**src/rtl/spi_slave_regif.sv**
```systemverilog
// spi_slave_regif: oversampled mode-3 SPI responder turning 2-byte frames into register reads/writes.
// Revision 1.0 - initial release.
`default_nettype none

module spi_slave_regif #(
  parameter int LSB_FIRST   = 0,
  parameter int SYNC_STAGES = 2
) (
  input  logic       i_ck,
  input  logic       i_rstn,
  input  logic       i_sclk,
  input  logic       i_csn,
  input  logic       i_mosi,
  output logic       o_miso,
  output logic       o_miso_oe,
  output logic [7:0] o_addr,
  output logic       o_rd,
  input  logic [7:0] i_rdata,
  output logic       o_wr,
  output logic [7:0] o_wdata,
  output logic       o_frame_err,
  output logic       o_busy
);

  typedef enum logic [2:0] {
    IDLE  = 3'd0,
    ADDR  = 3'd1,
    FETCH = 3'd2,
    DATA  = 3'd3,
    DONE  = 3'd4
  } state_t;

  state_t state, state_nxt;

  logic [SYNC_STAGES-1:0] sclk_sync, csn_sync, mosi_sync;
  logic sclk_s, csn_s, mosi_s;
  logic sclk_prev, csn_prev;
  logic rise_q, fall_q, csn_fall_q, csn_rise_q, mosi_q;
  logic [4:0] bit_cnt;
  logic [7:0] addr_sr, rx_sr, tx_sr;
  logic start, stop, rd_go, wr_go, err_go, tx_load, wdata_load;
  logic shift_en;

  function automatic logic [7:0] shift_in(input logic [7:0] sr, input logic b);
    if (LSB_FIRST != 0) return {b, sr[7:1]};
    else                return {sr[6:0], b};
  endfunction

  function automatic logic [7:0] bit_rev(input logic [7:0] v);
    logic [7:0] r;
    for (int i = 0; i < 8; i++) r[i] = v[7-i];
    return r;
  endfunction

  assign sclk_s = sclk_sync[SYNC_STAGES-1];
  assign csn_s  = csn_sync[SYNC_STAGES-1];
  assign mosi_s = mosi_sync[SYNC_STAGES-1];

  // Edges are registered so they act one cycle after detection, aligned with the sampled MOSI.
  always_ff @(posedge i_ck or negedge i_rstn) begin
    if (!i_rstn) begin
      sclk_sync  <= '1;
      csn_sync   <= '1;
      mosi_sync  <= '0;
      sclk_prev  <= 1'b1;
      csn_prev   <= 1'b1;
      rise_q     <= 1'b0;
      fall_q     <= 1'b0;
      csn_fall_q <= 1'b0;
      csn_rise_q <= 1'b0;
      mosi_q     <= 1'b0;
    end else begin
      sclk_sync  <= {sclk_sync[SYNC_STAGES-2:0], i_sclk};
      csn_sync   <= {csn_sync[SYNC_STAGES-2:0], i_csn};
      mosi_sync  <= {mosi_sync[SYNC_STAGES-2:0], i_mosi};
      sclk_prev  <= sclk_s;
      csn_prev   <= csn_s;
      rise_q     <= sclk_s & ~sclk_prev;
      fall_q     <= ~sclk_s & sclk_prev;
      csn_fall_q <= ~csn_s & csn_prev;
      csn_rise_q <= csn_s & ~csn_prev;
      mosi_q     <= mosi_s;
    end
  end

  always_ff @(posedge i_ck or negedge i_rstn) begin
    if (!i_rstn) state <= IDLE;
    else         state <= state_nxt;
  end

  always_comb begin
    state_nxt  = state;
    start      = 1'b0;
    stop       = 1'b0;
    rd_go      = 1'b0;
    wr_go      = 1'b0;
    err_go     = 1'b0;
    tx_load    = 1'b0;
    wdata_load = 1'b0;
    if (csn_rise_q && state != IDLE) begin
      state_nxt = IDLE;
      stop      = 1'b1;
      err_go    = (bit_cnt != 5'd0) && (bit_cnt != 5'd16);
    end else begin
      case (state)
        IDLE:  if (csn_fall_q) begin
                 state_nxt = ADDR;
                 start     = 1'b1;
               end
        ADDR:  if (bit_cnt == 5'd8) begin
                 state_nxt = FETCH;
                 rd_go     = 1'b1;
               end
        FETCH: begin
                 state_nxt = DATA;
                 tx_load   = 1'b1;
               end
        DATA:  if (bit_cnt == 5'd16) begin
                 state_nxt  = DONE;
                 wdata_load = 1'b1;
                 wr_go      = ~o_addr[7];
               end
        DONE:  state_nxt = DONE;
        default: state_nxt = IDLE;
      endcase
    end
  end

  assign shift_en = rise_q && ((state == ADDR && bit_cnt < 5'd8) ||
                               (state == DATA && bit_cnt < 5'd16));

  always_ff @(posedge i_ck or negedge i_rstn) begin
    if (!i_rstn) begin
      o_miso      <= 1'b0;
      o_miso_oe   <= 1'b0;
      o_addr      <= 8'h00;
      o_rd        <= 1'b0;
      o_wr        <= 1'b0;
      o_wdata     <= 8'h00;
      o_frame_err <= 1'b0;
      bit_cnt     <= 5'd0;
      addr_sr     <= 8'h00;
      rx_sr       <= 8'h00;
      tx_sr       <= 8'h00;
    end else begin
      o_rd        <= rd_go;
      o_wr        <= wr_go;
      o_frame_err <= err_go;
      if (stop) begin
        o_miso_oe <= 1'b0;
        o_miso    <= 1'b0;
        bit_cnt   <= 5'd0;
      end else if (start) begin
        o_miso_oe <= 1'b1;
        o_miso    <= 1'b0;
        bit_cnt   <= 5'd0;
      end else begin
        if (shift_en) begin
          bit_cnt <= bit_cnt + 5'd1;
          if (state == ADDR) addr_sr <= shift_in(addr_sr, mosi_q);
          else               rx_sr   <= shift_in(rx_sr, mosi_q);
        end
        if (fall_q && state == DATA) begin
          o_miso <= tx_sr[7];
          tx_sr  <= {tx_sr[6:0], 1'b0};
        end
        if (rd_go)      o_addr  <= addr_sr;
        if (tx_load)    tx_sr   <= (LSB_FIRST != 0) ? bit_rev(i_rdata) : i_rdata;
        if (wdata_load) o_wdata <= rx_sr;
      end
    end
  end

  assign o_busy = (state != IDLE);

endmodule

`default_nettype wire

```
**config.mk**
```make
export PLATFORM = sky130hd
export DESIGN_NAME = spi_slave_regif
export DESIGN_NICKNAME = d
export VERILOG_FILES = /design/src/rtl/spi_slave_regif.sv
export SDC_FILE = /design/constraint.sdc
export NUM_CORES = 1
export LEC_CHECK = 0
export BUFFER_PORTS_ARGS = -buffer_cell sky130_fd_sc_hd__clkbuf_2
export CAP_MARGIN = 10
export CORE_MARGIN = 2
export CORE_UTILIZATION = 24
export CTS_CLUSTER_DIAMETER = 120
export DETAILED_ROUTE_END_ITERATION = 8
export GPL_ROUTABILITY_DRIVEN = 0
export GPL_TIMING_DRIVEN = 0
export PLACE_DENSITY = 0.39
export SLEW_MARGIN = 5
export SYNTH_ARGS = -nofsm -noshare
export SYNTH_HDL_FRONTEND = slang
export SYNTH_SLANG_ARGS = --single-unit
export TNS_END_PERCENT = 10
```
**constraint.sdc**
```tcl
create_clock -name i_ck -period 1.8 [get_ports i_ck]
set_input_delay 0.18 -clock i_ck [delete_from_list [all_inputs] [get_ports i_ck]]
set_output_delay 0.18 -clock i_ck [all_outputs]
set_load 0.05 [all_outputs]
```
==> flow_summary.json <==
{
  "route.antenna.remaining_nets": 0,
  "setup_ws_ns": -0.08644,
  "critPathKind": "register to register",
  "final_common_cell": "dfrtp_1",
  "crit_start": "state[0]",
  "critPathBufInv": 0,
  "coreArea_um2": 10940,
  "antenna_found_initial": 0,
  "p_leak_nw": 1.718,
  "die_area_um2": 12180,
  "grt_max_degree": 48,
  "post-route-drc-count": 0,
  "clk_pin_slew_ns": 0.06,
  "ys_seq_area_share_pct": 61.08,
  "reg2reg_from": "state[0]",
  "detailedRoute.firstPassIterationCount": 4,
  "pwr-share-clk_pct": 48.4,
  "post-route-period-util_pct": 104.8,
  "grt_pass1_vias": 1760,
  "met2_usage_pct": 14.33,
  "report.final.slew_viol_count": 0,
  "reg2reg_slack_ns": -0.09,
  "groute.layer.met3.usage_pct": 3.116,
  "maxCapViolCount": 0,
  "p_sw_share_pct": 22.50,
  "yosysTopAreaCell": "dfrtp_1",
  "fin_cells": 385,
  "whs_ns": 0.06282,
  "rsz0062_at_grt": "yes",
  "setup_viol": 8,
  "powerDensity_nw_per_um2": 1087,
  "insertion_delay_ns": 0.32,
  "drt-vias-per-instance": 4.153,
  "fillers": 1116,
  "cp.arrival_ns": 2.09,
  "nNetsFinal": 256,
  "netlist_area_um2": 2716,
  "grt_pass1_wl_um": 8604,
  "p_int_w": 0.002972,
  "endpoint_kind": "register",
  "detail_route.iter0.violations": 38,
  "synthesis.nets": 204,
  "clockRootBuffer": "clkbuf_16",
  "clock-sinks": 66,
  "area_delta_synth_final_pct": 29.89,
  "regArea_um2": 1664,
  "worst_clock_skew_ns": 0.007879,
  "grt_use_total_pct": 9.612,
  "vdd_drop_max_v": 0.0004131,
  "wl_um": 4953,
  "reg2reg_depth": 3,
  "multiInputGateArea_um2": 1012,
  "min_to": "tx_sr[0]",
  "grt.overflow.total": 0,
  "ys_types": 37,
  "synth_area_leaders": "dfrtp_1 55%, mux2_2 15%, dfstp_2 5.8%",
  "worst_pin_slew_ns": 0.4445,
  "cts_inserted_buffers": 9,
  "fp.dieH_um": 110.4,
  "cp_cell_sequence": "or4b_2 > nand4_4 > mux2_2",
  "outcome": "finished with violations",
  "dp_slack_ns": -0.2837,
  "synth_edf_count": 0,
  "final_cell_area_um2": 3528,
  "finalCriticalPeriod_ns": 1.886,
  "grt-busiest-layer": "met2",
  "synth_cells": 189,
  "vias": 1599,
  "cpPeakStageDelay_ns": 0.77,
  "power_frac_comb_pct": 8.0,
  "ys.flop_type": "dfrtp_1",
  "worstPathRequired_ns": 2.01,
  "placed_cells": 364,
  "drive_gt1_share_pct": 49.80,
  "start_kind": "register",
  "h-tree-depth": 3,
  "finalHoldViolations": 0,
  "start_util_pct": 24.84,
  "ys_seq_elements": 66,
  "antenna_cells": 0,
  "p_sw_w": 0.0008632,
  "die_w_um": 110.4,
  "port_buffers": 34,
  "clockBufferDepth": 2,
  "yosys_warnings": 0,
  "critical_path.top_delay_family": "simple AND/OR/NAND/NOR gates",
  "placedInstanceArea_um2": 3092,
  "hold_class": "primary input to register",
  "failed_checks": "setup timing",
  "dp_hpwl_um": 3283,
  "min_delay_path_depth": 3,
  "synth_top_area_share_pct": 55.27,
  "io_pins": 35,
  "r2r-end": "addr_sr[7]",
  "layout_common_cells": "56 x dfrtp_1, 37 x mux2_2, 32 x clkbuf_2",
  "tritoncts": "yes",
  "timing.fmax_ghz": 0.5301,
  "synthArstFlopShare_pct": 100.0,
  "p_seq_share_pct": 43.6,
  "maxSlewHeadroom_pct": 70.19,
  "cp.depth": 3,
  "grtUsageMet1_pct": 12.16,
  "avgSynthCellArea_um2": 14.37,
  "fp-row-count": 38,
  "path_max_fanout": 8,
  "final_util_pct": 32.27,
  "crit_path_top_delay_cell": "or4b_2",
  "post_drt_wl_per_cell_um": 12.86,
  "min_from": "i_rdata[0]"
}
## how the worst max path moves through the flow
stage	to	slack, ns
after global placement	o_wdata[3]	-0.26
after CTS	tx_sr[7]	-0.17
after detailed placement	o_wdata[2]	-0.28
after global routing	addr_sr[4]	-0.14
final	addr_sr[7]	-0.09
after floorplan	addr_sr[0]	0.004
## area by class of cell
type | count | share of cell area (%)
well taps | 140 | 4.965
plain buffers | 5 | 1.631
clock inverters | 5 | 2.234
clock buffers | 10 | 6.773
flip-flops and latches | 66 | 47.16
multi-input cells | 110 | 28.69
repair buffers | 42 | 7.801
inverters | 7 | 0.7447
## through the flow
stage          setup TNS, ns  power, W
3_3_place_gp          -5.927  0.001980
4_1_cts               -2.316  0.003913
6_report             -0.6575  0.003836
2_1_floorplan              0  0.001873
3_5_place_dp          -6.122  0.001992
5_1_grt               -1.333  0.004039
## kinds of logic (layout without fill, tap and decap cells)
group	after synthesis	in the layout	synth area share, %
AO/OA/AOI/OAI	16	16	3.777
adder cells (fa/ha/maj)	2	2	0.9211
buffers and inverters	13	69	2.303
flip-flops	66	66	61.08
multiplexers	48	48	20.91
AND/OR/NAND/NOR	44	44	11.01
## flip-flops by register name, indices dropped and copies added (netlist names), 2 cells and up
name / flops
addr_sr: 8
state: 3
o_addr: 8
sclk_sync: 2
tx_sr: 8
o_wdata: 8
rx_sr: 8
csn_sync: 2
mosi_sync: 2
bit_cnt: 5
## power groups by stage
stage | Sequential, W | Combinational (W) | Clock, W
floorplan | 0.00170 | 0.000169 | 0
global placement | 0.00170 | 0.000279 | 0
detailed placement | 0.00170 | 0.000291 | 0
CTS | 0.00168 | 0.000309 | 0.00193
global route | 0.00169 | 0.000344 | 0.00200
finish | 0.00167 | 0.000308 | 0.00186
## per-layer routing
| metal | vias to the layer above | routed length [µm] |
|---|---|---|
| met5 | - | 0 |
| met2 | 39 | 2255 |
| met4 | 0 | 115 |
| met3 | 10 | 223 |
| li1 | 774 | - |
| met1 | 776 | 2359 |
## Yosys cell counts, types with 2 or more instances
cell type and number:
mux2i_1 2, inv_1 7, clkbuf_1 2, o31ai_1 2, or3b_1 2, dfrtp_1 60
nand4_1 2, o21ai_0 4, nand3_1 3, mux2_2 37, and4bb_2 2, buf_2 2
ha_1 2, nand4b_1 2, nand2b_1 3, dfstp_2 6, nand2_1 4, mux2_4 8
nor2b_1 6, nor2_1 8, and2_1 2, a21oi_1 6, or3_1 3
## timing repair
item	4_1_cts	5_1_grt
gates cloned	0	0
hold endpoints to repair	22	0
hold buffers	4	0
gates resized for setup	7	14
endpoints found under the setup margin	41	34
buffers inserted	1	2
pin swaps	3	2
## tightest hold or removal path: stages
cell	delay, ns
clkbuf_2	0.07
nand2_1	0.03
o21ai_0	0.06
Note: power is estimated with default switching activity, not from simulation.
